===== src/rtl/traffic_pkg.sv =====
// Shared definitions for the intersection phase scheduler: state codes, light encodings
// and default phase durations.
package traffic_pkg;

  localparam logic [2:0] A_GREEN    = 3'd0;
  localparam logic [2:0] A_YELLOW   = 3'd1;
  localparam logic [2:0] ALL_RED_AB = 3'd2;
  localparam logic [2:0] B_GREEN    = 3'd3;
  localparam logic [2:0] B_YELLOW   = 3'd4;
  localparam logic [2:0] ALL_RED_BA = 3'd5;
  localparam logic [2:0] PED_WALK   = 3'd6;

  typedef logic [2:0] light_t;

  localparam light_t GREEN  = 3'b001;
  localparam light_t YELLOW = 3'b010;
  localparam light_t RED    = 3'b100;

  localparam int unsigned DEF_CNT_W     = 4;
  localparam int unsigned DEF_GREEN_MIN = 4;
  localparam int unsigned DEF_GREEN_MAX = 10;
  localparam int unsigned DEF_YELLOW_T  = 3;
  localparam int unsigned DEF_ALLRED_T  = 1;
  localparam int unsigned DEF_PED_T     = 5;

endpackage


===== src/rtl/traffic_phase_scheduler_if.sv =====
// Sensor inputs and signal-head outputs of the phase scheduler, bundled as one interface.
// CNT_W must match the scheduler's CNT_W.
interface traffic_phase_scheduler_if #(
  parameter int unsigned CNT_W = 4
);
  logic             carA;
  logic             carB;
  logic             ped_req;
  logic [2:0]       lightA;
  logic [2:0]       lightB;
  logic             walk;
  logic [CNT_W-1:0] count;
  logic [2:0]       phase;

  modport master (
    output carA, carB, ped_req,
    input  lightA, lightB, walk, count, phase
  );

  modport slave (
    input  carA, carB, ped_req,
    output lightA, lightB, walk, count, phase
  );
endinterface


===== src/rtl/demand_latch.sv =====
// Sticky request flag: set_i latches it, clr_i drops it; clear wins on a same-cycle set.
module demand_latch (
  input  logic clk,
  input  logic rst,
  input  logic set_i,
  input  logic clr_i,
  output logic q_o
);
  logic flag_q, flag_d;

  always_comb begin
    flag_d = flag_q;
    if (clr_i) begin
      flag_d = 1'b0;
    end else if (set_i) begin
      flag_d = 1'b1;
    end
  end

  always_ff @(posedge clk or posedge rst) begin
    if (rst) begin
      flag_q <= 1'b0;
    end else begin
      flag_q <= flag_d;
    end
  end

  assign q_o = flag_q;
endmodule


===== src/rtl/traffic_phase_scheduler.sv =====
// Demand-driven two-road signal controller with min/max green and all-red clearance.
// Define PED_SCHED_EN to latch ped_req and enable the all-red pedestrian walk phase.
module traffic_phase_scheduler
  import traffic_pkg::*;
#(
  parameter int unsigned CNT_W     = DEF_CNT_W,
  parameter int unsigned GREEN_MIN = DEF_GREEN_MIN,
  parameter int unsigned GREEN_MAX = DEF_GREEN_MAX,
  parameter int unsigned YELLOW_T  = DEF_YELLOW_T,
  parameter int unsigned ALLRED_T  = DEF_ALLRED_T,
  parameter int unsigned PED_T     = DEF_PED_T
) (
  input logic                      clk,
  input logic                      rst,
  traffic_phase_scheduler_if.slave tps_io
);

  localparam logic [CNT_W-1:0] GMin = CNT_W'(GREEN_MIN);
  localparam logic [CNT_W-1:0] GMax = CNT_W'(GREEN_MAX);
  localparam logic [CNT_W-1:0] YelT = CNT_W'(YELLOW_T);
  localparam logic [CNT_W-1:0] ArT  = CNT_W'(ALLRED_T);
  localparam logic [CNT_W-1:0] One  = CNT_W'(1);

  logic [2:0]       state_q, state_d;
  logic [CNT_W-1:0] count_q, count_d;
  logic             dem_a, dem_b, ped_pend;
  logic             hold;
  logic             other_a, other_b;

  // Competing demand as seen from each road's green; latched values only.
  assign other_a = dem_b | ped_pend;
  assign other_b = dem_a | ped_pend;

`ifdef PED_SCHED_EN
  localparam logic [CNT_W-1:0] PedT = CNT_W'(PED_T);
  logic walk_to_b_q, walk_to_b_d;

  // Remembers which road the walk phase hands over to.
  always_comb begin
    walk_to_b_d = walk_to_b_q;
    if (state_q == ALL_RED_AB) begin
      walk_to_b_d = 1'b1;
    end else if (state_q == ALL_RED_BA) begin
      walk_to_b_d = 1'b0;
    end
  end

  always_ff @(posedge clk or posedge rst) begin
    if (rst) begin
      walk_to_b_q <= 1'b0;
    end else begin
      walk_to_b_q <= walk_to_b_d;
    end
  end
`else
  localparam int unsigned unused_ped_t = PED_T;
`endif

  always_comb begin
    state_d = state_q;
    hold    = 1'b0;
    case (state_q)
      A_GREEN: begin
        if (other_a && ((count_q >= GMin && !tps_io.carA) || count_q == GMax)) begin
          state_d = A_YELLOW;
        end else if (count_q == GMax) begin
          hold = 1'b1;
        end
      end
      A_YELLOW:   if (count_q == YelT) state_d = ALL_RED_AB;
      ALL_RED_AB: if (count_q == ArT) state_d = ped_pend ? PED_WALK : B_GREEN;
      B_GREEN: begin
        if (other_b && ((count_q >= GMin && !tps_io.carB) || count_q == GMax)) begin
          state_d = B_YELLOW;
        end else if (count_q == GMax) begin
          hold = 1'b1;
        end
      end
      B_YELLOW:   if (count_q == YelT) state_d = ALL_RED_BA;
      ALL_RED_BA: if (count_q == ArT) state_d = ped_pend ? PED_WALK : A_GREEN;
`ifdef PED_SCHED_EN
      PED_WALK:   if (count_q == PedT) state_d = walk_to_b_q ? B_GREEN : A_GREEN;
`endif
      default:    state_d = A_GREEN;
    endcase
  end

  always_comb begin
    if (state_d != state_q) begin
      count_d = One;
    end else if (hold) begin
      count_d = count_q;
    end else begin
      count_d = count_q + One;
    end
  end

  always_ff @(posedge clk or posedge rst) begin
    if (rst) begin
      state_q <= A_GREEN;
      count_q <= One;
    end else begin
      state_q <= state_d;
      count_q <= count_d;
    end
  end

  demand_latch u_dem_a (
    .clk   (clk),
    .rst   (rst),
    .set_i (tps_io.carA && (state_q != A_GREEN)),
    .clr_i ((state_d == A_GREEN) && (state_q != A_GREEN)),
    .q_o   (dem_a)
  );

  demand_latch u_dem_b (
    .clk   (clk),
    .rst   (rst),
    .set_i (tps_io.carB && (state_q != B_GREEN)),
    .clr_i ((state_d == B_GREEN) && (state_q != B_GREEN)),
    .q_o   (dem_b)
  );

`ifdef PED_SCHED_EN
  demand_latch u_ped (
    .clk   (clk),
    .rst   (rst),
    .set_i (tps_io.ped_req && (state_q != PED_WALK)),
    .clr_i ((state_d == PED_WALK) && (state_q != PED_WALK)),
    .q_o   (ped_pend)
  );

  assign tps_io.walk = (state_q == PED_WALK);
`else
  logic unused_ped_req;
  assign unused_ped_req = tps_io.ped_req;
  assign ped_pend       = 1'b0;
  assign tps_io.walk    = 1'b0;
`endif

  always_comb begin
    tps_io.lightA = RED;
    tps_io.lightB = RED;
    case (state_q)
      A_GREEN:  tps_io.lightA = GREEN;
      A_YELLOW: tps_io.lightA = YELLOW;
      B_GREEN:  tps_io.lightB = GREEN;
      B_YELLOW: tps_io.lightB = YELLOW;
      default: begin
        tps_io.lightA = RED;
        tps_io.lightB = RED;
      end
    endcase
  end

  assign tps_io.phase = state_q;
  assign tps_io.count = count_q;

endmodule


===== src/flat_wrapper.sv =====
// flat-port wrapper written by rule: the top's interface ports become plain ports
module traffic_phase_scheduler_flat import traffic_pkg::*;
#(
  parameter int unsigned CNT_W     = DEF_CNT_W,
  parameter int unsigned GREEN_MIN = DEF_GREEN_MIN,
  parameter int unsigned GREEN_MAX = DEF_GREEN_MAX,
  parameter int unsigned YELLOW_T  = DEF_YELLOW_T,
  parameter int unsigned ALLRED_T  = DEF_ALLRED_T,
  parameter int unsigned PED_T     = DEF_PED_T
)
  (clk, rst, tps_io_carA, tps_io_carB, tps_io_ped_req, tps_io_lightA, tps_io_lightB, tps_io_walk, tps_io_count, tps_io_phase);
  traffic_phase_scheduler_if #(.CNT_W(CNT_W)) tps_io_i ();
  input logic clk;
  input logic rst;
  input wire logic [$bits(tps_io_i.carA)-1:0] tps_io_carA;
  input wire logic [$bits(tps_io_i.carB)-1:0] tps_io_carB;
  input wire logic [$bits(tps_io_i.ped_req)-1:0] tps_io_ped_req;
  output wire logic [$bits(tps_io_i.lightA)-1:0] tps_io_lightA;
  output wire logic [$bits(tps_io_i.lightB)-1:0] tps_io_lightB;
  output wire logic [$bits(tps_io_i.walk)-1:0] tps_io_walk;
  output wire logic [$bits(tps_io_i.count)-1:0] tps_io_count;
  output wire logic [$bits(tps_io_i.phase)-1:0] tps_io_phase;
  assign tps_io_i.carA = tps_io_carA;
  assign tps_io_i.carB = tps_io_carB;
  assign tps_io_i.ped_req = tps_io_ped_req;
  assign tps_io_lightA = tps_io_i.lightA;
  assign tps_io_lightB = tps_io_i.lightB;
  assign tps_io_walk = tps_io_i.walk;
  assign tps_io_count = tps_io_i.count;
  assign tps_io_phase = tps_io_i.phase;
  traffic_phase_scheduler #(.CNT_W(CNT_W), .GREEN_MIN(GREEN_MIN), .GREEN_MAX(GREEN_MAX), .YELLOW_T(YELLOW_T), .ALLRED_T(ALLRED_T), .PED_T(PED_T)) u_core (.clk(clk), .rst(rst), .tps_io(tps_io_i));
endmodule

===== config.mk =====
export PLATFORM = sky130hd
export DESIGN_NAME = traffic_phase_scheduler_flat
export DESIGN_NICKNAME = d
export VERILOG_FILES = /design/src/rtl/traffic_pkg.sv /design/src/rtl/traffic_phase_scheduler_if.sv /design/src/rtl/demand_latch.sv /design/src/rtl/traffic_phase_scheduler.sv /design/src/flat_wrapper.sv
export SDC_FILE = /design/constraint.sdc
export NUM_CORES = 1
export LEC_CHECK = 0
export ABC_AREA = 1
export ABC_CLOCK_PERIOD_IN_PS = 2350
export CAP_MARGIN = 20
export CELL_PAD_IN_SITES_DETAIL_PLACEMENT = 2
export CELL_PAD_IN_SITES_GLOBAL_PLACEMENT = 2
export CORE_MARGIN = 2
export CORE_UTILIZATION = 24
export DETAILED_ROUTE_END_ITERATION = 16
export PLACE_DENSITY_LB_ADDON = 0.25
export SLEW_MARGIN = 5
export SYNTH_ARGS = -nofsm -noshare
export SYNTH_HDL_FRONTEND = slang
export SYNTH_HIERARCHICAL = 1
export SYNTH_SLANG_ARGS = --single-unit

===== constraint.sdc =====
create_clock -name clk -period 2.35 [get_ports clk]
set_input_delay 0.235 -clock clk [delete_from_list [all_inputs] [get_ports clk]]
set_output_delay 0.235 -clock clk [all_outputs]
set_load 0.005 [all_outputs]

==> summary.md <==
| Metric | Value |
|---|---|
| CP Data Required Time | `2.12 ns` |
| Final-layout fill cell count | `324` |
| Kind of critical path | `flip-flop to primary output` |
| Worst Skew | `0.00238 ns` |
| TritonCTS clock tree | `built` |
| Post-Syn Instances | `98` |
| Final critical path time including I/O delays and setup | `1.95 ns` |
| Power share of the clock group | `11.3%` |
| Hold violation count in the final report | `0` |
| Non-filler cells in the finished layout | `148` |
| Aggregate negative setup slack | `0 ns` |
| Total count of max-transition violations in the final report | `0` |
| Post-layout net count | `126` |
| Reg2Reg Launch Point | `u_core/tps_io.count[0]$_DFFE_PP1P_` |
| Mean post-synth cell area | `6.78 µm²` |
| Smallest hold slack | `0.159 ns` |
| Critical path's largest stage delay | `0.54 ns` |
| Final WL | `1.98 mm` |
| Port Buf Inserts | `16` |
| Flip-flop cell with the highest count after synthesis | `sky130_fd_sc_hd__dfrtp_1` |
| Synthesized Nets | `106` |
| Area inside the core boundary | `2690 µm²` |
| Area Overhead vs Synth | `33.0%` |
| Synthesized area | `664 µm²` |
| DIE AREA | `3210 µm²` |
| Final RePlAce weighted congestion | `0.717` |
| Fmax | `0.514 GHz` |
| First-iteration detailed-routing DRC count | `1` |
| Static leakage | `0.473 nW` |
| Count of distinct cell types in the synthesized netlist | `22` |
| Inserted Clock Buffers | `3` |
| Largest cells by area after synthesis | `sky130_fd_sc_hd__dfrtp_1 (30%), sky130_fd_sc_hd__nand2_1 (14%), sky130_fd_sc_hd__nor2_1 (9.6%)` |
| Worst voltage drop across the vdd grid | `0.487 mV` |
| Switching Share | `46.3%` |
| Startpoint kind of the worst setup timing path | `flip-flop` |
| Global-route total usage across every layer | `14.3%` |
| Final setup fails | `0` |
| Final cycle utilization of the critical path | `82.8%` |
| Number of antenna violations at the first check in global routing | `0` |
| Worst path arrival time | `1.71 ns` |
| Unrepaired setup endpoints after global routing | `false` |
| Final ANT Viol Nets | `0` |
| Crit path max-delay cell type | `sky130_fd_sc_hd__clkdlybuf4s50_1` |
| Endpoint type of the worst setup path | `primary output` |
| Placed Cells | `144` |
| Post-cts sizing count | `0` |
| Reg clk slew, reported paths | `0.07 ns` |
| Register-to-Register Setup Slack | `0.49 ns` |
| Max-cap violations | `0` |
| Most common cell in the netlist | `sky130_fd_sc_hd__nand2_1` |
| Share of post-route cells with drive strength above 1 | `13.7%` |
| Register area share after synthesis | `34.1%` |
| Effective utilization at floorplan | `24.7%` |
| Routed WL per cell | `13.4 µm` |
| Int Power | `597 µW` |
| Number of antenna diodes | `0` |
| Site Rows | `19` |
| Max Buffers Root-to-Sink | `2` |
| Cells traversed along the worst timing path | `inv_2 -> nand2_1 -> nor2_2 -> clkdlybuf4s50_1` |
| End of the worst register-to-register path | `u_core/tps_io.count[1]$_DFFE_PP0P_` |
| Post-layout utilization of the core | `32.9%` |
| Number of hold buffers added after cts | `0` |
| Wire length of the first global-routing pass | `3.45 mm` |
| Hold WC Path Type | `input port to asynchronous set/reset pin` |
| Count of yosys warnings during synthesis | `6` |
| Pin count of the biggest net entering global routing | `8` |
| I/O pin total | `19` |
| Worst skew pair latency | `0.27 ns` |
| Run status | `finished, final reports clean` |
| Routed vias | `665` |
| Total half-perimeter wirelength after legalization and detailed placement | `1.64 mm` |
| H-Tree Depth | `1` |
| Post-layout power | `1.11 mW` |
| Post-synth ARST share | `100%` |
| Commonest cells post-synth | `sky130_fd_sc_hd__nand2_1 (25), sky130_fd_sc_hd__nor2_1 (17), sky130_fd_sc_hd__inv_1 (16)` |
| Power per standard cell area | `1260 nW/µm²` |
| 1st-pass router iterations | `3` |
| Cells on worst reg2reg path | `11` |
| Top-area cell type share of the netlist area | `30.1%` |
| Post-synth EDFFs | `0` |
| TritonCTS sink count | `9` |
| Number of design rule violations left after detail routing | `0` |
| # Post-CTS Setup Buffers | `0` |
| Peak fanout along the critical path | `6` |
| Clk Tree Root Cell | `sky130_fd_sc_hd__clkbuf_4` |
| Seq pwr share | `27.8%` |
| Flip-flop and latch count after synthesis | `9` |
| Number of vias per cell | `4.49` |
| Vertical die dimension | `56.6 µm` |
| Overflow left after global routing | `0` |
| Cell taking the most area after synthesis | `sky130_fd_sc_hd__dfrtp_1` |
| Net switching power figure | `515 µW` |
| Combinational fraction of design power | `61.0%` |
| Vias in the first global route | `730` |
| Width of the die | `56.6 µm` |
-- sequential cells by signal (all words and copies together), names as in the netlist --
register and count:
u_core/tps_io.phase 3, u_core/tps_io.count 4, u_core/u_dem_a/q_o 1, u_core/u_dem_b/q_o 1
-- worst max-delay path, delay by kind of cell (launching register included) --
family | cells | cell delay (ns)
buffers and inverters | 2 | 0.68
DFF | 1 | 0.45
and+or+nand+nor | 2 | 0.31
-- worst max-delay path by stage --
stage	to	from	slack, ns	cells past startpoint
after floorplan	u_core/tps_io.phase[2]$_DFF_PP0_	u_core/tps_io.count[0]$_DFFE_PP1P_	0.69	7
after global placement	u_core/tps_io.count[1]$_DFFE_PP0P_	u_core/tps_io.count[0]$_DFFE_PP1P_	0.50	11
after detailed placement	u_core/tps_io.count[1]$_DFFE_PP0P_	u_core/tps_io.count[0]$_DFFE_PP1P_	0.49	11
after CTS	tps_io_lightA[0]	u_core/tps_io.phase[0]$_DFF_PP0_	0.37	4
after global routing	u_core/tps_io.count[1]$_DFFE_PP0P_	u_core/tps_io.count[0]$_DFFE_PP1P_	0.28	11
final	tps_io_lightA[0]	u_core/tps_io.phase[0]$_DFF_PP0_	0.40	4
-- layout make-up --
class	count	area, µm²	area share, %
well taps	31	38.8	4.39
repair buffers	16	160	18.1
clock inverters	1	5.00	0.567
inverters	18	67.6	7.65
flip-flops and latches	9	226	25.6
multi-input cells	70	363	41.1
clock buffers	3	22.5	2.55
-- routing by layer --
metal / vias up / track usage [%] / wire (µm)
met5: - / 0 / 0
met4: 0 / 6.12 / 27
met3: 4 / 4.15 / 76
met2: 11 / 22.9 / 933
met1: 315 / 17.6 / 943
li1: 335 / - / -
-- stage by stage --
| stage | cell area [µm²] | worst slack (ns) |
|---|---|---|
| floorplan | 664 | 0.689 |
| global placement | 856 | 0.505 |
| detailed placement | 856 | 0.489 |
| CTS | 883 | 0.371 |
| global route | 883 | 0.279 |
| finish | 883 | 0.404 |
-- cells by family (layout without fill, tap and decap cells) --
group                    Yosys count  count (layout)  share of synthesized area (%)
flip-flops                         9               9                           34.1
XOR/XNOR                           1               1                           1.32
other                              1               1                          0.564
buffers and inverters             19              38                           11.3
adder cells (fa/ha/maj)            3               3                           5.65
AO/OA/AOI/OAI                      3               3                           2.64
AND/OR/NAND/NOR                   62              62                           44.4
-- layout by cell type (no fill, tap or decap), drive strengths merged, types with 2 or more instances in the layout --
cell type / Yosys / routed
ha: 3 / 3
nand2: 27 / 27
nand3: 8 / 8
inv: 18 / 18
dfrtp: 8 / 8
nand4: 3 / 3
nor2: 21 / 21
clkdlybuf4s50: 0 / 16
clkbuf: 0 / 3
o21ai: 2 / 2
-- power by group through the flow --
stage	Clock [mW]	Combinational, mW	Sequential (mW)
2_1_floorplan	0	0.391	0.296
3_3_place_gp	0	0.667	0.313
3_5_place_dp	0	0.691	0.313
4_1_cts	0.135	0.696	0.310
5_1_grt	0.144	0.769	0.323
6_report	0.125	0.678	0.309
No activity file was read; power rests on OpenSTA's default activity.
